===== src/rtl/usb_pkg.sv =====
// usb_pkg: shared USB PID codes, SYNC/CRC16 constants and receive-decoder state encoding.
package usb_pkg;
    typedef enum logic [3:0] {
        PID_ACK   = 4'b0010,
        PID_NAK   = 4'b1010,
        PID_DATA0 = 4'b0011,
        PID_DATA1 = 4'b1011
    } pid_t;
    typedef enum logic [2:0] {S_IDLE, S_SYNC, S_PID, S_DATA, S_HSEOP, S_DEOP, S_DRAIN} state_t;
    localparam logic [7:0]  SYNC_BYTE  = 8'h80;
    localparam logic [15:0] CRC16_POLY = 16'h8005;
    localparam logic [15:0] CRC16_INIT = 16'hFFFF;
    function automatic logic pid_ok(input logic [7:0] b);
        return b[7:4] == ~b[3:0];
    endfunction
endpackage


===== src/rtl/crc16_serial.sv =====
// crc16_serial: bit-serial CRC16 LFSR (x^16+x^15+x^2+1), shared by the transmit and receive paths.
module crc16_serial
    import usb_pkg::*;
(
    input  logic        clk,
    input  logic        rst_L,
    input  logic        clear,
    input  logic        en,
    input  logic        inb,
    output logic [15:0] crc
);
    logic [15:0] crc_q;
    always_ff @(posedge clk) begin
        if (!rst_L || clear) crc_q <= CRC16_INIT;
        else if (en) crc_q <= {crc_q[14:0], 1'b0} ^ ({16{inb ^ crc_q[15]}} & CRC16_POLY);
    end
    assign crc = crc_q;
endmodule


===== src/rtl/usb_packet_decoder.sv =====
// usb_packet_decoder: receive-side USB packet decoder; checks SYNC, PID and CRC16 and
// reports DATA0/DATA1 payloads and ACK/NAK handshakes as registered one-cycle pulses.
module usb_packet_decoder
    import usb_pkg::*;
#(
    parameter int          DATA_BITS      = 64,
    parameter logic [15:0] CRC16_RESIDUAL = 16'h800D
) (
    input  logic                 clk,
    input  logic                 rst_L,
    input  logic                 bit_valid,
    input  logic                 inb,
    input  logic                 eop,
    output logic [3:0]           pid,
    output logic [DATA_BITS-1:0] data,
    output logic                 pktready,
    output logic                 haveack,
    output logic                 havenak,
    output logic                 error
);
    localparam logic [6:0] LAST_BIT = 7'(DATA_BITS + 15);
    state_t               state_q;
    logic [6:0]           cnt_q;
    logic [6:0]           sh_q;
    logic [3:0]           cur_pid_q, pid_q;
    logic [DATA_BITS-1:0] shadow_q, data_q;
    logic                 pktready_q, haveack_q, havenak_q, error_q;
    logic [7:0]           byte_d;
    logic [15:0]          crc;
    assign byte_d = {inb, sh_q};
    crc16_serial u_crc (
        .clk   (clk),
        .rst_L (rst_L),
        .clear (state_q == S_PID),
        .en    (state_q == S_DATA && bit_valid && !eop),
        .inb   (inb),
        .crc   (crc)
    );
    always_ff @(posedge clk) begin
        if (!rst_L) begin
            state_q    <= S_IDLE;
            cnt_q      <= '0;
            sh_q       <= '0;
            cur_pid_q  <= '0;
            pid_q      <= '0;
            shadow_q   <= '0;
            data_q     <= '0;
            pktready_q <= 1'b0;
            haveack_q  <= 1'b0;
            havenak_q  <= 1'b0;
            error_q    <= 1'b0;
        end else begin
            pktready_q <= 1'b0;
            haveack_q  <= 1'b0;
            havenak_q  <= 1'b0;
            error_q    <= 1'b0;
            if (eop) begin
                // eop wins over a coincident bit; every non-idle state closes out here
                state_q <= S_IDLE;
                cnt_q   <= '0;
                if (state_q inside {S_SYNC, S_PID, S_DATA}) error_q <= 1'b1;
                if (state_q == S_HSEOP) begin
                    haveack_q <= cur_pid_q == PID_ACK;
                    havenak_q <= cur_pid_q == PID_NAK;
                    pid_q     <= cur_pid_q;
                end
                if (state_q == S_DEOP) begin
                    if (crc == CRC16_RESIDUAL) begin
                        pktready_q <= 1'b1;
                        data_q     <= shadow_q;
                        pid_q      <= cur_pid_q;
                    end else error_q <= 1'b1;
                end
            end else if (bit_valid) begin
                sh_q  <= byte_d[7:1];
                cnt_q <= cnt_q + 7'd1;
                case (state_q)
                    S_IDLE: state_q <= S_SYNC;
                    S_SYNC: if (cnt_q == 7'd7) begin
                        cnt_q   <= '0;
                        state_q <= byte_d == SYNC_BYTE ? S_PID : S_DRAIN;
                        error_q <= byte_d != SYNC_BYTE;
                    end
                    S_PID: if (cnt_q == 7'd7) begin
                        cnt_q     <= '0;
                        cur_pid_q <= byte_d[3:0];
                        if (pid_ok(byte_d) && (byte_d[3:0] == PID_ACK || byte_d[3:0] == PID_NAK))
                            state_q <= S_HSEOP;
                        else if (pid_ok(byte_d) && (byte_d[3:0] == PID_DATA0 || byte_d[3:0] == PID_DATA1))
                            state_q <= S_DATA;
                        else begin
                            state_q <= S_DRAIN;
                            error_q <= 1'b1;
                        end
                    end
                    S_DATA: begin
                        if (cnt_q < 7'(DATA_BITS)) shadow_q <= {inb, shadow_q[DATA_BITS-1:1]};
                        if (cnt_q == LAST_BIT) begin
                            cnt_q   <= '0;
                            state_q <= S_DEOP;
                        end
                    end
                    S_HSEOP, S_DEOP: begin
                        cnt_q   <= '0;
                        state_q <= S_DRAIN;
                        error_q <= 1'b1;
                    end
                    default: cnt_q <= cnt_q;
                endcase
            end
        end
    end
    assign pid      = pid_q;
    assign data     = data_q;
    assign pktready = pktready_q;
    assign haveack  = haveack_q;
    assign havenak  = havenak_q;
    assign error    = error_q;
endmodule


===== config.mk =====
export PLATFORM = sky130hd
export DESIGN_NAME = usb_packet_decoder
export DESIGN_NICKNAME = d
export VERILOG_FILES = /design/src/rtl/usb_pkg.sv /design/src/rtl/crc16_serial.sv /design/src/rtl/usb_packet_decoder.sv
export SDC_FILE = /design/constraint.sdc
export NUM_CORES = 1
export LEC_CHECK = 0
export CAP_MARGIN = 0
export CORE_MARGIN = 1.5
export CORE_UTILIZATION = 55
export DETAILED_ROUTE_END_ITERATION = 10
export PLACE_DENSITY = 0.78
export SYNTH_ARGS = -nofsm -noshare
export SYNTH_HDL_FRONTEND = slang
export SYNTH_SLANG_ARGS = --single-unit

===== constraint.sdc =====
create_clock -name clk -period 2 [get_ports clk]
set_input_delay 0.4 -clock clk [delete_from_list [all_inputs] [get_ports clk]]
set_output_delay 0.4 -clock clk [all_outputs]
set_load 0.1 [all_outputs]

==> run_results.csv <==
group,metric,value,unit
outcome,status,"finished, final reports clean",
sta,fmax,535,MHz
cts,cts_made_buffers,17,
power,p_int,5.22,mW
power,p_clk_share,45.5,%
global_routing,antenna_found_initial,0,
placed_design,gp_congestion,0.886,
cts,insertion_delay,430,ps
worst_setup_path,worstSetupEndpointType,"flop",
route,drc,0,
worst_hold_path,hp-start,"shadow_q[0]",
cells_and_area,fill_cells,953,
route,wl_per_cell,14.2,um
synth,synthArstFlopShare,0,%
worst_hold_path,hold-path-cell-count,2,
synth,ys.flop_type,"dfxtp_1",
sta,slew_viol_final,0,
route,ant_nets,0,
sta,worst_hold_slack,468,ps
floorplanning,die_w,113,um
cells_and_area,register_area,3460,um2
power,p_switching,1.42,mW
power,power,6.64,mW
sta,rsz0062_at_grt,"no",
floorplanning,rows,40,
route,drt_iter0_drc,486,
worst_setup_path,arrival,2190,ps
worst_setup_path,regToRegSetupSlack,130,ps
power,irDropWorstVdd,0.628,mV
synth,postSynthAreaPerCell,8.19,um2
worst_setup_path,path_class,"flop to flop",
worst_setup_path,r2r-start,"cnt_q[0]",
sta,postLayoutSetupSlackWorst,131,ps
route,via_count,5868,
sta,setup_viol_count_final,0,
global_routing,grt_use_total,24.0,%
global_routing,grt_overflow,0,
synth,synth-seq-cells,173,
placed_design,hpwl,9.58,mm
cts,cts_buffer_depth,2,
global_routing,grt_start_max_net_pins,75,
worst_setup_path,required,2320,ps
synth,yosysUniqueCellTypes,50,
worst_setup_path,r2r_cells,6,
synth,ys_seq_area_share,51.7,%
placed_design,dp_slack,-119,ps
cts,h-tree-depth,4,
sta,skew,6.91,ps
power,p_sw_share,21.3,%
synth,syn_inst,819,
worst_hold_path,hp-class,"flop to flop",
route,drt_wl_total,14.8,mm
sta,hold_violations,0,
cells_and_area,antenna_cells,0,
sta,slew_headroom,52.0,%
cts,root_buffer,"clkbuf_16",
floorplanning,ios,77,
floorplanning,start_util,56.0,%
route,drt_first_pass_iters,5,
worst_setup_path,path_max_fanout,6,
power,pwr_density_cell,821,nW/um2
sta,min_period,1870,ps
power,power_frac_comb,2.4,%
power,p_seq_share,52.1,%
global_routing,grt_pass1_vias,5455,
run,cap_violations,0,
cts,cts_tree,"done",
sta,period_share,93.4,%
cells_and_area,layout-drive-gt1-share,17.2,%
global_routing,grt_pass1_wl,24.9,mm
worst_setup_path,worstSetupStartpointType,"flop",
synth,synth_edf_count,0,
placed_design,numPortBuffers,76,
synth,synth_nets,825,
floorplanning,die_area,12900,um2
synth,syn_area,6700,um2
floorplanning,fp.dieH,113,um
route,drt-vias-per-instance,5.64,
cells_and_area,postLayoutCoreUtil,67.6,%
synth,ys_warn_count,0,
cells_and_area,nets,886,
sta,tightest_slew,721,ps
floorplanning,core,12000,um2
cts,cts_sinks,173,
worst_setup_path,r2r-end,"cnt_q[4]",
cts,clk_pin_slew,60,ps
power,total_leakage_power,2.89,nW
cells_and_area,syn_to_final_growth,20.6,%
cells_and_area,multi_input_area,2940,um2
worst_hold_path,hold_end,"shadow_q[0]",
## cell usage after synthesis, types with 2 or more instances
master,number,area (um2)
nand2_1,188,706
dfxtp_1,173,3460
a21oi_1,137,686
nand3_1,82,410
o21ai_0,64,320
clkbuf_1,35,131
buf_2,33,165
nor2_1,14,52.6
nor3_1,11,55.1
mux2i_1,9,90.1
xnor2_1,8,70.1
nand2b_1,5,31.3
a31oi_1,4,25.0
nor4_1,4,25.0
nor2b_1,3,18.8
o22ai_1,3,18.8
xor2_1,3,26.3
a211o_1,2,17.5
and4bb_2,2,25.0
inv_1,2,7.51
inv_2,2,7.51
nand4_1,2,12.5
nor3b_1,2,15.0
nor4b_1,2,17.5
nor4bb_1,2,20.0
o211ai_1,2,15.0
or4_1,2,15.0
## per-stage QoR
step / area (um2) / cells / setup TNS, ps
after floorplan: 6700 / 819 / 0
after global placement: 7510 / 1006 / -5400
after detailed placement: 7510 / 1006 / -7300
after CTS: 8060 / 1038 / 0
after global routing: 8090 / 1040 / 0
final: 8090 / 1040 / 0
## logic make-up after synthesis
| group | synth area share, % |
|---|---|
| AO/OA/AOI/OAI | 18.0 |
| XOR/XNOR | 1.44 |
| adder cells (fa/ha/maj) | 0.187 |
| buffers and inverters | 4.70 |
| flip-flops | 51.7 |
| multiplexers | 1.51 |
| AND/OR/NAND/NOR | 22.5 |
## power by group through the flow
stage               registers, mW  clock network (mW)  logic (mW)
floorplan                    3.54                   0       0.104
global placement             3.53                   0       0.156
detailed placement           3.53                   0       0.158
CTS                          3.46                3.06       0.159
global route                 3.46                3.22       0.177
finish                       3.46                3.02       0.161
## critical path, cell delays in order (launching register included)
cell and delay, ps:
dfxtp_1 370, ha_1 230, nand3_2 130, o41a_1 420, a2111oi_4 360, buf_4 190
nor3_1 60
## area by class of cell
| type | count | share of cell area [%] |
|---|---|---|
| Sequential cell | 173 | 42.8 |
| Multi-Input combinational cell | 573 | 36.3 |
| Timing Repair Buffer | 111 | 11.6 |
| Clock buffer | 23 | 6.03 |
| Tap cell | 147 | 2.27 |
| Clock inverter | 9 | 0.758 |
| Inverter | 4 | 0.217 |
## cell usage in the layout, fill, tap and decap left out, drive strengths merged, types with 4 or more instances in the layout
master	netlist	routed
a21oi	138	138
clkinvlp	0	5
nor2	14	14
buf	34	107
inv	4	5
nand3	83	83
a31oi	4	4
clkbuf	35	23
clkdlybuf4s50	0	4
o21ai	64	64
dfxtp	173	173
nand2b	5	5
nor4	4	4
mux2i	9	9
xnor2	8	8
nand2	188	188
nor3	12	12
## how the worst max path moves through the flow
stage | from | endpoint | slack, ps | cells past startpoint
2_1_floorplan | cnt_q[0] | cnt_q[0] | 260 | 5
3_3_place_gp | bit_valid | shadow_q[63] | -90 | 6
3_5_place_dp | eop | shadow_q[61] | -120 | 6
4_1_cts | u_crc.crc[7] | data[49] | 8 | 5
5_1_grt | cnt_q[0] | cnt_q[4] | 30 | 6
6_report | cnt_q[0] | cnt_q[4] | 130 | 6
## layer usage
layer,part of all wire (%),GRT usage (%)
met1,45,30.4
met3,4.7,5.95
met2,49,40.3
met5,0,0
met4,1.1,7.83
## flip-flops by register name, indices dropped and copies added, names as in the netlist
signal     count
cnt_q          7
cur_pid_q      4
data          64
error          1
haveack        1
havenak        1
pid            4
pktready       1
sh_q           7
shadow_q      64
state_q        3
u_crc.crc     16
## timing repair
action	CTS	global route
hold buffers	0	0
setup endpoints to repair	0	51
resized for setup	0	2
setup buffers	0	2
Note: power is estimated with default switching activity, not from simulation.
==> RTL edit 1: new RTL, same flow settings <==
Set the parameter `DATA_BITS` to 96 (it was 64).
--- a/src/rtl/usb_packet_decoder.sv
+++ b/src/rtl/usb_packet_decoder.sv
@@ -3,7 +3,7 @@
 module usb_packet_decoder
     import usb_pkg::*;
 #(
-    parameter int          DATA_BITS      = 64,
+    parameter int          DATA_BITS      = 96,
     parameter logic [15:0] CRC16_RESIDUAL = 16'h800D
 ) (
     input  logic                 clk,
Ports: changed (resized data); port bits go from 77 to 109. No check against the original RTL was run, so the function may have changed too.
==> RTL edit 1 against the original RTL <==
The run now ends with negative setup slack left; routed wire length is 38% higher; maximum frequency is 9.5% lower; sequential power is 37% higher; final area is 42% higher; power is 44% higher; via count is 28% higher; cell count is 38% higher; worst setup slack worse by 0.20 ns; sequential cell count is 64 higher; worst hold slack worse by 0.22 ns; synthesized area is 36% higher.
==> RTL edit 1: results (changes against the original RTL) <==
- Top post-synthesis cells by count: 442 x nand2_1, 237 x dfxtp_1, 115 x a21oi_1 (was 188 x nand2_1, 173 x dfxtp_1, 137 x a21oi_1)
- Failing checks: negative setup slack
- Critical path startpoint: u_crc.crc[14] (was cnt_q[0])
- Routed vias/inst: 5.23 (was 5.64)
- Routability cong.: 0.874 (was 0.886)
- Sequential area share after synthesis: 52.0% (was 51.7%)
- # fillers: 1201 (was 953)
- Largest net degree at the start of global routing: 88 (was 75)
- Skew final: 0.00812 ns (was 0.00691 ns)
- Crit-path max FO: 6 (unchanged)
- I/O Buffers: 108 (was 76)
- Vias in the first global route: 6761 (was 5455)
- Skew-Pair Late Insertion Delay: 0.51 ns (was 0.43 ns)
- Max Root-Sink Buffers: 3 (was 2)
- Synth cell types: 45 (was 50)
- First-pass GRT wire length: 31900 microns (was 24900 microns)
- Static leakage: 4.18 nW (was 2.89 nW)
- Final Setup Violations: 76 (was 0)
- Post-place setup slack: -0.00895 ns (was -0.119 ns)
- Share of cells above drive strength 1: 17.0% (was 17.2%)
- Critical path arrival: 2.50 ns (was 2.19 ns)
- Slew @ Worst Pin: 0.524 ns (was 0.721 ns)
- Max rail drop VDD: 0.000773 V (was 0.000628 V)
- DP HPWL: 12400 microns (was 9580 microns)
- Routed wire length: 20400 microns (was 14800 microns)
- HP Class: in2reg (was reg2reg)
- Slowest-stage cell, CP: or4_4 (was o41a_1)
- Hold Path Origin: rst_L (was shadow_q[0])
- Nets: 1212 (was 886)
- CTS HTree Levels: 1 (was 4)
- GRT Util Overall: 21.4% (was 24.0%)
- Ranking of synthesized cells by area: dfxtp_1 52%, nand2_1 18%, mux2i_1 11% (was dfxtp_1 52%, nand2_1 11%, a21oi_1 10%)
- Starting DRC count in detailed routing: 580 (was 486)
- Crit-path max cell delay: 0.54 ns (was 0.42 ns)
- Clock buffers created by TritonCTS: 24 (was 17)
- Worst setup margin: -0.0649 ns (was 0.131 ns)
- Family with the most delay on the worst path: simple AND/OR/NAND/NOR gates (was compound AO/OA/AOI/OAI gates)
- Status: finished with violations (was finished, final reports clean)
- Synth Net Count: 1100 (was 825)
RTL edit 1: cell types whose count changed after synthesis, sizes merged, moves of 4 or more:
cell	delta
xor2	+5
xnor2	-5
o21ai	-57
a21oi	-23
nand4	+5
nand3	-61
clkbuf	+23
a31oi	-4
buf	-16
nor3	-7
dfxtp	+64
nand2	+254
mux2i	+91
RTL edit 1: repair_timing:
| item | in CTS | in global routing |
|---|---|---|
| gates cloned | 0 | 12 |
| setup buffers | 0 | 4 |
| setup endpoints to repair | 2 | 96 |
| pin swaps | 1 | 3 |
| gates resized for setup | 2 | 10 |
RTL edit 1: kinds of logic after synthesis:
group                    count (synthesis)  share of synthesized area (%)
AO/OA/AOI/OAI                          137                           8.11
XOR/XNOR                                11                           1.06
adder cells (fa/ha/maj)                  1                          0.137
buffers and inverters                   82                           4.33
flip-flops                             237                           52.0
multiplexers                           100                           11.0
AND/OR/NAND/NOR                        526                           23.5
RTL edit 1: worst paths after layout:
path / to / depth (start not counted)
worst max-delay path: data[86] / 6
worst min-delay path: data[27] / 3
worst max register to register: data[86] / 6
worst min register to register: data[75] / 2
RTL edit 1: layer usage:
metal | vias up | global-route usage (%) | part of all wire, %
met1 | 3506 | 28.4 | 45
met4 | 0 | 5.62 | 1.9
met3 | 31 | 3.42 | 4.0
li1 | 3823 | - | -
met2 | 164 | 36.5 | 49
met5 | - | 0 | 0
RTL edit 1: per-stage QoR:
stage                     instance area [sq um]  hold slack [ns]  instances  setup TNS (ns)
final                                     11500            0.252       1440           -1.64
after global routing                      11500            0.247       1440           -4.30
after CTS                                 11200            0.235       1424               0
after detailed placement                  10300            0.447       1380        -0.00895
after global placement                    10300            0.443       1380               0
after floorplan                            9130            0.426       1094               0
RTL edit 1: power breakdown:
part           total, mW  internal (mW)  switching, mW
Sequential          4.74           4.73        0.00876
Clock               4.57           2.77           1.80
Combinational      0.227         0.0657          0.162
RTL edit 1: tightest hold or removal path, stage by stage:
cell	delay (ns)
buf_6	0.17
nand2_1	0.09
mux2i_1	0.05
RTL edit 1: cell type report:
type                            instances  area, sq um  area share [%]
Sequential cell                       237         4750            41.3
Tap cell                              216          270            2.35
Inverter                                6         23.8           0.207
Timing Repair Buffer                  162         1610            14.0
Clock buffer                           36          727            6.32
Clock inverter                          8         93.8           0.815
Multi-Input combinational cell        775         4040            35.1
==> RTL edit 2: new RTL, config.mk and constraints unchanged <==
Without the edit above. Put one more register stage on the output `error`, cleared by the reset. The value now appears one clock later. The other outputs are not delayed to match.
--- a/src/rtl/usb_packet_decoder.sv
+++ b/src/rtl/usb_packet_decoder.sv
@@ -115,6 +115,12 @@
     assign pktready = pktready_q;
     assign haveack  = haveack_q;
     assign havenak  = havenak_q;
-    assign error    = error_q;
+    always_ff @(posedge clk) begin
+        if (!rst_L) begin
+            error <= '0;
+        end else begin
+            error <= error_q;
+        end
+    end
 endmodule
 
Check against the original RTL: not equivalent (Yosys sat finds a counterexample within 4 cycles, from zero or initial values and one cycle with rst_L low).
==> RTL edit 2 against the original RTL <==
Power up 7.7%; worst setup slack worse by 0.0066 ns; synthesized area up 0.39%; synthesized cell count up 0.24%; first-iteration DRC count down 8.0%; routed wire length up 1.3%; final area up 1.5%; non-clock buffer count down 1; sequential cell count up 1; highest routed layer unchanged.
==> RTL edit 2: results (changes against the original RTL) <==
- Status: finished, final reports clean (unchanged)
- GR Layer Usage met3: 4.57% (was 5.95%)
- Grt met1 use: 29.5% (was 30.4%)
- Skew final: 0.00833 ns (was 0.00691 ns)
- Cells after synthesis: 821 (was 819)
- Wire length on met1: 6790 microns (was 6660 microns)
- Critical path arrival: 2.16 ns (was 2.19 ns)
- Vias in the first global route: 5588 (was 5455)
- Nets: 887 (was 886)
- Hold Crit Depth: 1 (was 2)
- Wire length per cell: 14.4 microns (was 14.2 microns)
- GRT Util Overall: 23.8% (was 24.0%)
- N_diodes: 0 (unchanged)
- Hold Path Origin: error_q (was shadow_q[0])
- WL met3: 654 microns (was 701 microns)
- Sequential area share after synthesis: 51.8% (was 51.7%)
- Routed vias/inst: 5.68 (was 5.64)
- Reg2reg start: cnt_q[0] (unchanged)
- Slew @ Worst Pin: 0.604 ns (was 0.721 ns)
- Crit-path max cell delay: 0.54 ns (was 0.42 ns)
- # fillers: 933 (was 953)
- Top post-synthesis cells by count: 188 x nand2_1, 174 x dfxtp_1, 137 x a21oi_1 (was 188 x nand2_1, 173 x dfxtp_1, 137 x a21oi_1)
- Synth Net Count: 827 (was 825)
- Share of cells above drive strength 1: 17.0% (was 17.2%)
- Clock buffers created by TritonCTS: 17 (unchanged)
- Ranking of synthesized cells by area: dfxtp_1 52%, nand2_1 10%, a21oi_1 10% (was dfxtp_1 52%, nand2_1 11%, a21oi_1 10%)
- Starting DRC count in detailed routing: 447 (was 486)
- Grt met2 use: 41.1% (was 40.3%)
- Max rail drop VDD: 0.000567 V (was 0.000628 V)
- Worst hold slack: 0.450 ns (was 0.468 ns)
- Post-place setup slack: -0.0743 ns (was -0.119 ns)
- DP Area: 7550 sq um (was 7510 sq um)
- Routability cong.: 0.833 (was 0.886)
- Worst R2R Path Depth: 5 (was 6)
- Setup TNS: 0 ns (unchanged)
- Static leakage: 2.94 nW (was 2.89 nW)
- Async S/R FF share, synth: 0% (unchanged)
- First-pass GRT wire length: 25200 microns (was 24900 microns)
- Synth cell types: 51 (was 50)
- Switch Pwr: 1.43 mW (was 1.42 mW)
- Worst Hold Path EP: error (was shadow_q[0])
- Largest net degree at the start of global routing: 65 (was 75)
- Slowest-stage cell, CP: a2111oi_4 (was o41a_1)
- DP HPWL: 9770 microns (was 9580 microns)
- Routed wl met2: 7250 microns (was 7260 microns)
- CTS HTree Levels: 4 (unchanged)
RTL edit 2: kinds of logic (layout without fill, tap and decap cells):
logic type      after synthesis  after routing  synth area share [%]
simple gates                329            329                  22.5
compound gates              223            223                  17.9
flops                       174            174                  51.8
buf+inv                      73            145                  4.68
xor+xnor                     11             11                  1.43
mux                          10             10                  1.51
fa+ha+maj                     1              1                 0.186
RTL edit 2: worst max path at each step:
stage	cells past startpoint	endpoint	startpoint	slack (ns)
floorplan	5	cnt_q[0]	cnt_q[0]	0.26
global placement	6	shadow_q[39]	eop	-0.03
detailed placement	6	shadow_q[23]	bit_valid	-0.07
CTS	5	cnt_q[0]	cnt_q[0]	0.05
global route	5	cnt_q[0]	cnt_q[1]	-0.01
finish	5	cnt_q[4]	cnt_q[0]	0.12
RTL edit 2: layout make-up:
class / instances / area [sq um] / area share, %
clock inverters: 8 / 154 / 1.88
flip-flops and latches: 174 / 3480 / 42.5
repair buffers: 110 / 936 / 11.4
inverters: 4 / 17.5 / 0.213
clock buffers: 23 / 478 / 5.82
well taps: 147 / 184 / 2.24
multi-input cells: 574 / 2950 / 36.0
RTL edit 2: what timing repair did:
action,in CTS,in global routing
setup buffers,0,1
resized for setup,0,3
hold endpoints to repair,0,0
endpoints found under the setup margin,0,7
RTL edit 2: power groups by stage:
stage | registers [mW] | clock network [mW] | logic (mW)
after floorplan | 3.56 | 0 | 0.104
after global placement | 3.56 | 0 | 0.153
after detailed placement | 3.56 | 0 | 0.157
after CTS | 3.48 | 3.54 | 0.158
after global routing | 3.48 | 3.68 | 0.176
final | 3.48 | 3.51 | 0.162
